**src/rtl/os_frame_ctrl.sv**
```systemverilog
// Overlap-save frame controller: FFT/IFFT frame tracking, in-flight hold and first-half discard.
// Optional macro OS_FRAME_CTRL_LENCHK_EN turns mid-frame starts into resync + sticky error.
module os_frame_ctrl #(
  parameter int N            = 16,
  parameter int WN           = 9,
  parameter int MAX_INFLIGHT = 2
) (
  input  logic          i_clk,
  input  logic          i_rst,
  input  logic          i_fft_start,
  input  logic          i_fft_valid,
  input  logic          i_ifft_start,
  input  logic          i_ifft_valid,
  input  logic [WN-1:0] i_ifft_xI,
  input  logic [WN-1:0] i_ifft_xQ,
  output logic          o_hold,
  output logic [2:0]    o_inflight,
  output logic          o_out_valid,
  output logic [WN-1:0] o_out_xI,
  output logic [WN-1:0] o_out_xQ,
  output logic          o_out_last,
  output logic [15:0]   o_frame_cnt,
  output logic          o_err
);

  localparam int FW = $clog2(2 * N);
  localparam int IW = $clog2(N);

  typedef enum logic [1:0] {IDLE, DISCARD, KEEP} state_t;

  state_t        state, state_next;
  logic [FW-1:0] fcnt;
  logic [IW-1:0] icnt, icnt_next;
  logic [2:0]    inflight_next;
  logic          fft_begin, fft_restart, fft_frame;
  logic          ifft_restart, keep_sample, frame_done;
  logic          underflow, overflow, err_set;

  // A mid-frame start only counts as a restart when length checking is built in.
  always_comb begin
    fft_begin = i_fft_start & i_fft_valid & (fcnt == '0);
`ifdef OS_FRAME_CTRL_LENCHK_EN
    fft_restart  = i_fft_start & i_fft_valid & (fcnt != '0);
    ifft_restart = i_ifft_start & i_ifft_valid & (state != IDLE);
`else
    fft_restart  = 1'b0;
    ifft_restart = 1'b0;
`endif
    fft_frame = fft_begin | fft_restart;
  end

  always_ff @(posedge i_clk) begin
    if (i_rst) begin
      state <= IDLE;
      icnt  <= '0;
    end else begin
      state <= state_next;
      icnt  <= icnt_next;
    end
  end

  // The start sample itself is discard index 0, so DISCARD is entered with icnt already at 1.
  always_comb begin
    state_next = state;
    icnt_next  = icnt;
    if (ifft_restart) begin
      state_next = DISCARD;
      icnt_next  = IW'(1);
    end else if (i_ifft_valid) begin
      case (state)
        IDLE: begin
          if (i_ifft_start) begin
            state_next = DISCARD;
            icnt_next  = IW'(1);
          end
        end
        DISCARD: begin
          if (icnt == IW'(N - 1)) begin
            state_next = KEEP;
            icnt_next  = '0;
          end else begin
            icnt_next = icnt + IW'(1);
          end
        end
        KEEP: begin
          if (icnt == IW'(N - 1)) begin
            state_next = IDLE;
            icnt_next  = '0;
          end else begin
            icnt_next = icnt + IW'(1);
          end
        end
        default: begin
          state_next = IDLE;
          icnt_next  = '0;
        end
      endcase
    end
  end

  always_comb begin
    keep_sample = (state == KEEP) & i_ifft_valid & ~ifft_restart;
    frame_done  = keep_sample & (icnt == IW'(N - 1));
  end

  // Simultaneous start and completion cancel; underflow pins at 0, overflow saturates at 7.
  always_comb begin
    inflight_next = o_inflight;
    underflow     = 1'b0;
    if (fft_frame & ~frame_done) begin
      if (o_inflight != 3'd7) inflight_next = o_inflight + 3'd1;
    end else if (frame_done & ~fft_frame) begin
      if (o_inflight == 3'd0) underflow = 1'b1;
      else                    inflight_next = o_inflight - 3'd1;
    end
    overflow = fft_frame & o_hold;
    err_set  = underflow | overflow | fft_restart | ifft_restart;
  end

  always_ff @(posedge i_clk) begin
    if (i_rst) begin
      fcnt        <= '0;
      o_inflight  <= '0;
      o_hold      <= 1'b0;
      o_out_valid <= 1'b0;
      o_out_xI    <= '0;
      o_out_xQ    <= '0;
      o_out_last  <= 1'b0;
      o_frame_cnt <= '0;
      o_err       <= 1'b0;
    end else begin
      if (fft_restart)
        fcnt <= FW'(1);
      else if (i_fft_valid)
        fcnt <= (fcnt == FW'(2 * N - 1)) ? '0 : fcnt + FW'(1);
      o_inflight  <= inflight_next;
      o_hold      <= (inflight_next >= 3'(MAX_INFLIGHT));
      o_out_valid <= keep_sample;
      o_out_last  <= frame_done;
      if (keep_sample) begin
        o_out_xI <= i_ifft_xI;
        o_out_xQ <= i_ifft_xQ;
      end
      if (frame_done) o_frame_cnt <= o_frame_cnt + 16'd1;
      if (err_set)    o_err <= 1'b1;
    end
  end

endmodule

```
**config.mk**
```make
export PLATFORM = sky130hd
export DESIGN_NAME = os_frame_ctrl
export DESIGN_NICKNAME = d
export VERILOG_FILES = /design/src/rtl/os_frame_ctrl.sv
export SDC_FILE = /design/constraint.sdc
export NUM_CORES = 1
export LEC_CHECK = 0
export ABC_AREA = 1
export CORE_MARGIN = 5
export CORE_UTILIZATION = 35
export CTS_CLUSTER_DIAMETER = 40
export DETAILED_ROUTE_END_ITERATION = 16
export GPL_TIMING_DRIVEN = 0
export HOLD_SLACK_MARGIN = 0.1
export PLACE_DENSITY_LB_ADDON = 0.12
export SLEW_MARGIN = 20
export SYNTH_ARGS = -nofsm -noshare
export SYNTH_HDL_FRONTEND = slang
export SYNTH_SLANG_ARGS = --single-unit
```
**constraint.sdc**
```tcl
create_clock -name i_clk -period 2.79 [get_ports i_clk]
set_input_delay 0.837 -clock i_clk [delete_from_list [all_inputs] [get_ports i_clk]]
set_output_delay 0.837 -clock i_clk [all_outputs]
set_load 0.005 [all_outputs]
```
==> results of run 1 <==
## routing by layer
layer / vias up / share of wire / GRT usage
li1: 1265 / - / -
met1: 1070 / 0.48 / 0.1839
met2: 52 / 0.45 / 0.2235
met3: 7 / 0.053 / 0.02971
met4: 0 / 0.011 / 0.03910
met5: - / 0 / 0
## synthesized netlist by cell type
cell | count | area (µm²)
nor3_4 | 1 | 16.27
o31ai_1 | 1 | 7.510
dfxtp_1 | 52 | 1041
nand4_1 | 4 | 25.02
nand3_1 | 10 | 50.05
buf_1 | 1 | 3.750
nor3_2 | 1 | 10.01
nor3b_2 | 1 | 12.51
nand2_2 | 6 | 37.54
inv_2 | 2 | 7.510
nand3_4 | 1 | 17.52
nand4_2 | 1 | 12.51
a21oi_1 | 20 | 100.1
buf_4 | 1 | 7.510
nor2_4 | 4 | 45.04
a211oi_1 | 1 | 7.510
o211ai_1 | 1 | 7.510
nor2_8 | 1 | 20.02
nor2_2 | 4 | 25.02
nand2_1 | 61 | 229.0
or2_2 | 1 | 6.260
o21a_1 | 1 | 7.510
clkbuf_1 | 4 | 15.01
xnor2_1 | 1 | 8.760
o21ai_0 | 34 | 170.2
o21ai_1 | 5 | 25.02
xor2_1 | 1 | 8.760
a21oi_2 | 3 | 26.28
nor3_1 | 5 | 25.02
inv_1 | 39 | 146.4
nor2_1 | 64 | 240.2
nand3_2 | 2 | 20.02
buf_6 | 3 | 33.78
ha_1 | 13 | 162.7
## cell type report
type | count | area [µm²] | area share
well taps | 99 | 123.9 | 0.03605
inverters | 41 | 153.9 | 0.04479
multi-input cells | 248 | 1324 | 0.3853
clock inverters | 2 | 10.01 | 0.002913
plain buffers | 9 | 60.06 | 0.01748
repair buffers | 64 | 640.6 | 0.1865
clock buffers | 6 | 82.58 | 0.02403
flip-flops and latches | 52 | 1041 | 0.3030
## cells by family after synthesis
group,Yosys count
DFF,52
adders and majority gates,13
AOI/OAI and AO/OA,66
buffers and inverters,50
xor gates and xnor gates,2
and+or+nand+nor,167
## metrics by stage
step | utilization | total power [W] | setup WS (ns)
2_1_floorplan | - | 0.0009601 | 1.097
3_3_place_gp | 0.4634 | 0.001080 | 0.2692
3_5_place_dp | 0.4634 | 0.001084 | 0.2636
4_1_cts | 0.4762 | 0.001538 | 0.5795
5_1_grt | 0.4762 | 0.001610 | 0.3787
6_report | 0.4762 | 0.001508 | 0.6198
## where the power goes
part,switching (W),total [W],internal [W]
logic,0.000128,0.000260,0.000132
clock network,0.000246,0.000444,0.000199
registers,0.0000237,0.000804,0.000781
total,0.000397,0.00151,0.00111
## critical path, stage by stage
cell             delay, ns
clkdlybuf4s50_1       0.55
inv_1                 0.29
clkbuf_1              0.42
o21ai_0               0.17
a21oi_1               0.14
## worst max path at each step
stage	from	endpoint	depth (start not counted)
2_1_floorplan	i_ifft_valid	o_frame_cnt[3]	7
3_3_place_gp	i_rst	o_frame_cnt[5]	5
3_5_place_dp	i_rst	o_frame_cnt[0]	5
4_1_cts	i_rst	o_frame_cnt[0]	5
5_1_grt	i_rst	o_frame_cnt[3]	5
6_report	i_rst	o_frame_cnt[5]	5
## layout by cell type (no fill, tap or decap), drive strengths merged
master	instances
nor2	73
nand2	67
clkdlybuf4s50	64
dfxtp	52
inv	41
o21ai	39
a21oi	23
ha	13
nand3	13
clkbuf	10
nor3	7
nand4	5
buf	5
clkinv	2
o211ai	1
o31ai	1
a211oi	1
xnor2	1
xor2	1
or2	1
nor3b	1
o21a	1
## flip-flops by register name, summed over array words and instances, names as in the netlist
register,cells
fcnt,5
icnt,4
o_err,1
o_frame_cnt,16
o_hold,1
o_inflight,3
o_out_last,1
o_out_valid,1
o_out_xI,9
o_out_xQ,9
state,2
==> summary.txt, run 1 <==
Status - finished clean
DR vias - 2394
Post-Syn Area per Cell - 7.368 µm²
Largest family of logic cells by synthesized area - simple AND/OR/NAND/NOR gates
I/O pin cnt - 65
Mapped Area - 2579 µm²
Reg2Reg Capture Point - o_frame_cnt[3]
Post-Syn Instances - 350
Initial antenna violation count - 0
RD Place Congestion - 0.7562
Final ANT Viol Nets - 0
Layout area overhead - 33.24%
Cts bufs inserted - 5
Input/output buffers - 64
Die Footprint - 9184 µm²
RSZ-0062 raised after global routing - false
Slew Limit Headroom - 0.6835
Via/cell ratio - 4.595
First-pass GRT wire length - 10120 µm
# DRC - 0
Post-CTS Resized - 0
Post-Synth XOR/XNOR Area - 0.006793
Row cnt - 31
Syn Nets - 387
Hold Crit Class - register to register
Synthesized-area fraction occupied by adder cells - 0.06308
Nets - 458
WS Path Type - primary input to register
Period minus WS final - 2.170 ns
Post-synthesis mux area share - 0
Hold buffers post-CTS - 0
Clock latency on the worst-skew pair - 0.30 ns
Initial DRC count - 56
Post-Synth Simple-Gate Area - 0.3071
Non-Filler Instances - 521
Starting density of the core - 0.3574
Hold Path Sink - o_out_xQ[3]
CP Data Arrival Time - 2.41 ns
Max cap viols - 0
Endpoint class of the critical path - register
Synth cell types - 34
Fmax - 460.8 MHz
Static leakage - 1.339 nW
HP Start - o_out_xQ[3]
Routed wire length - 6047 µm
#FFs+latches synth - 52
Hold Path Stages - 2
Ys Warns - 0
Hold slack final - 0.4842 ns
Grt total ovfl - 0
Final Hold Fails - 0
Final Max Tran Viols - 0
Clock slew at reported path FFs - 0.09 ns
Finished Cell Area - 3436 µm²
Pre-antenna DRT Iters - 4
DIE HEIGHT - 95.84 µm
Per-cell routed wire length - 11.61 µm
Synth Area in Compound Gates - 0.1363
Required time worst endpoint - 3.03 ns
DP Cell Count - 513
Root Driver - clkbuf_8
H-Tree Depth - 2
Chip width - 95.84 µm
Layout fillers - 765
Final Cycle Share - 0.7778
# setup viols final - 0
R2r worst-path depth - 9
CP Launch Type - primary input
RR Startpoint - state[0]
Largest net degree at the start of global routing - 16
Seq/Total Area, Yosys - 0.4037
Setup TNS - 0 ns
Post-DP HPWL - 4581 µm
Peak VDD IR - 0.1945 mV
TritonCTS clock tree - yes
Vias in the first global route - 2145
Core ar. - 7214 µm²
Total track usage - 0.1378
Clk buf depth - 2
Worst R2R Setup Slack - 1.09 ns
Final Skew - 0.006219 ns
# diodes - 0
CTS sink count - 52
Cell Pwr Density - 439.0 nW/µm²
Worst-margin pin slew - 0.4716 ns
CP max FO - 10
Ratio of cells with drive above 1 in the final layout - 0.09479
Postcts setup bufs - 0
Placed cell area - 3343 µm²
Note: power is estimated with default switching activity, not from simulation.
==> run 2: changes to the inputs <==
==> constraint.sdc (replaced) <==
create_clock -name i_clk -period 2.2 [get_ports i_clk]
set_input_delay 0.66 -clock i_clk [delete_from_list [all_inputs] [get_ports i_clk]]
set_output_delay 0.66 -clock i_clk [all_outputs]
set_load 0.005 [all_outputs]
==> run 2 against run 1 <==
  * Via count shrank 0.33%
  * Cell area is essentially flat
  * Sequential share of layout area is essentially flat
  * Largest power group unchanged
==> summary.txt, run 2 (same netlist as run 1, synthesis figures left out) <==
Status - finished clean
Reg2Reg Capture Point - o_frame_cnt[3]
Post-DP HPWL - 4581 µm (unchanged)
Worst-margin pin slew - 0.4721 ns (+0.0004857 ns)
Initial antenna violation count - 0 (unchanged)
Peak VDD IR - 0.2468 mV (+27%)
DIE HEIGHT - 95.84 µm (unchanged)
CP max FO - 7 (-3)
Worst R2R Setup Slack - 0.50 ns (-0.59 ns)
DP Cell Count - 513 (unchanged)
Capture point of the worst path - o_frame_cnt[11]
Worst-path cell with the longest stage delay - clkdlybuf4s50_1
Slew Limit Headroom - 0.6832 (about the same)
Final Cycle Share - 0.9030
Chip width - 95.84 µm (unchanged)
Total track usage - 0.1378 (unchanged)
RD Place Congestion - 0.7562 (unchanged)
Most frequent cells in the layout - nor2_1 (64), clkdlybuf4s50_1 (64), nand2_1 (61)
Pre-CTS WS - -0.1494 ns (-0.4130 ns)
Final Max Tran Viols - 0 (unchanged)
RR Startpoint - state[0]
Row cnt - 31 (unchanged)
TritonCTS clock tree - yes
Ratio of cells with drive above 1 in the final layout - 0.09716 (+0.002370)
Required time worst endpoint - 1.54 ns (-1.49 ns)
WS Path Type - register to primary output
# DRC - 0 (unchanged)
CP Launch Type - register
DR vias - 2386 (-0.33%)
Biggest registers after layout - o_frame_cnt x16, o_out_xI x9, o_out_xQ x9
# diodes - 0 (unchanged)
Die Footprint - 9184 µm² (unchanged)
Cts bufs inserted - 5 (unchanged)
Crit-path max cell delay - 0.55 ns (about the same)
Critical path buffer and inverter count - 1 (-2)
R2r worst-path depth - 9 (unchanged)
Clock slew at reported path FFs - 0.09 ns (about the same)
Cell Pwr Density - 556.7 nW/µm² (+27%)
Setup ws final - 0.2133 ns (-0.4065 ns)
# setup viols final - 0 (unchanged)
Starting density of the core - 0.3574 (unchanged)
Crit path max-delay family - buffers and inverters
Non-Filler Instances - 521 (unchanged)
Vias in the first global route - 2145 (unchanged)
Fmax - 503.4 MHz
Core ar. - 7214 µm² (unchanged)
Via/cell ratio - 4.580 (-0.33%)
Per-cell routed wire length - 11.61 µm (about the same)
Layout area overhead - 33.28% (about the same)
RSZ-0062 raised after global routing - false
Cell count along the critical path - 1 (-4)
Critical Path Source - o_frame_cnt[11]
First-pass GRT wire length - 10120 µm (unchanged)
Hold Crit Class - register to register
CTS sink count - 52 (unchanged)
Hold buffers post-CTS - 0 (unchanged)
Postcts setup bufs - 0 (unchanged)
Max cap viols - 0 (unchanged)
H-Tree Depth - 2 (unchanged)
Nets - 458 (unchanged)
Root Driver - clkbuf_8
Largest net degree at the start of global routing - 16 (unchanged)
Final Hold Fails - 0 (unchanged)
Total power draw - 0.001913 W (+27%)
Routed wire length - 6049 µm (about the same)
Grt total ovfl - 0 (unchanged)
CP Data Arrival Time - 1.33 ns (-1.08 ns)
Critical path, cell by cell - clkdlybuf4s50_1
Final ANT Viol Nets - 0 (unchanged)
Pre-antenna DRT Iters - 4 (unchanged)
Largest register FFs - 16 (unchanged)
I/O pin cnt - 65 (unchanged)
Static leakage - 1.342 nW (+0.22%)
Input/output buffers - 64 (unchanged)
Clk buf depth - 2 (unchanged)
Initial DRC count - 57 (+1.8%)
Post-CTS Resized - 0 (unchanged)
Top reg by flops - o_frame_cnt
Period minus WS final - 1.987 ns
Final Skew - 0.006462 ns (+0.0002429 ns)
Endpoint class of the critical path - primary output
Clock latency on the worst-skew pair - 0.30 ns (about the same)
[run 2: changes by cell type in the layout (fill, tap and decap cells not counted)]
cell      before  now
clkbuf_2       0    1
clkbuf_1       4    3
[run 2: per-stage QoR]
step                      setup TNS, ns  area, µm²  utilization  hold WS, ns
final                                 0       3437       0.4764       0.4842
after global routing                  0       3437       0.4764       0.5179
after CTS                             0       3436       0.4762       0.4929
after detailed placement         -2.270       3343       0.4634       0.4724
after global placement           -2.111       3343       0.4634       0.4647
after floorplan                       0       2579            -       0.4624
[run 2: layout make-up]
cell class | instances | area, µm²
Fill cell | 764 | 3777
Multi-Input combinational cell | 248 | 1324
Sequential cell | 52 | 1041
Timing Repair Buffer | 64 | 640.6
Inverter | 41 | 153.9
Tap cell | 99 | 123.9
Clock buffer | 6 | 82.58
Buffer | 9 | 61.31
Clock inverter | 2 | 10.01
[run 2: layer usage]
metal | track usage | up-vias | wire length [µm] | share of wire
li1 | - | 1264 | - | -
met3 | 0.02971 | 7 | 309 | 0.051
met2 | 0.2235 | 48 | 2733 | 0.45
met1 | 0.1839 | 1067 | 2942 | 0.49
met4 | 0.03910 | 0 | 64 | 0.011
met5 | 0 | - | 0 | 0
[run 2: where the power goes]
part / switching (W) / leakage (nW) / internal, W
clock network: 0.000312 / 0.0510 / 0.000252
logic: 0.000162 / 0.870 / 0.000167
registers: 0.0000301 / 0.422 / 0.000990
total: 0.000504 / 1.34 / 0.00141
[run 2: worst min-delay path by stage]
stage / startpoint / endpoint / slack [ns] / cells after the start
2_1_floorplan: icnt[1] / icnt[1] / 0.46 / 2
3_3_place_gp: o_out_xI[2] / o_out_xI[2] / 0.46 / 2
3_5_place_dp: o_out_xQ[3] / o_out_xQ[3] / 0.47 / 2
4_1_cts: o_out_xQ[0] / o_out_xQ[0] / 0.49 / 2
5_1_grt: o_out_xQ[2] / o_out_xQ[2] / 0.52 / 2
6_report: o_out_xQ[3] / o_out_xQ[3] / 0.48 / 2
==> run 3: changes to the inputs <==
--- a/config.mk
+++ b/config.mk
@@ -6,6 +6,7 @@
 export NUM_CORES = 1
 export LEC_CHECK = 0
 export ABC_AREA = 1
+export CAP_MARGIN = 0
 export CORE_MARGIN = 5
 export CORE_UTILIZATION = 35
 export CTS_CLUSTER_DIAMETER = 40
==> results of run 3 <==
Same layout as run 2: the final DEF is identical, and so are final timing and power.
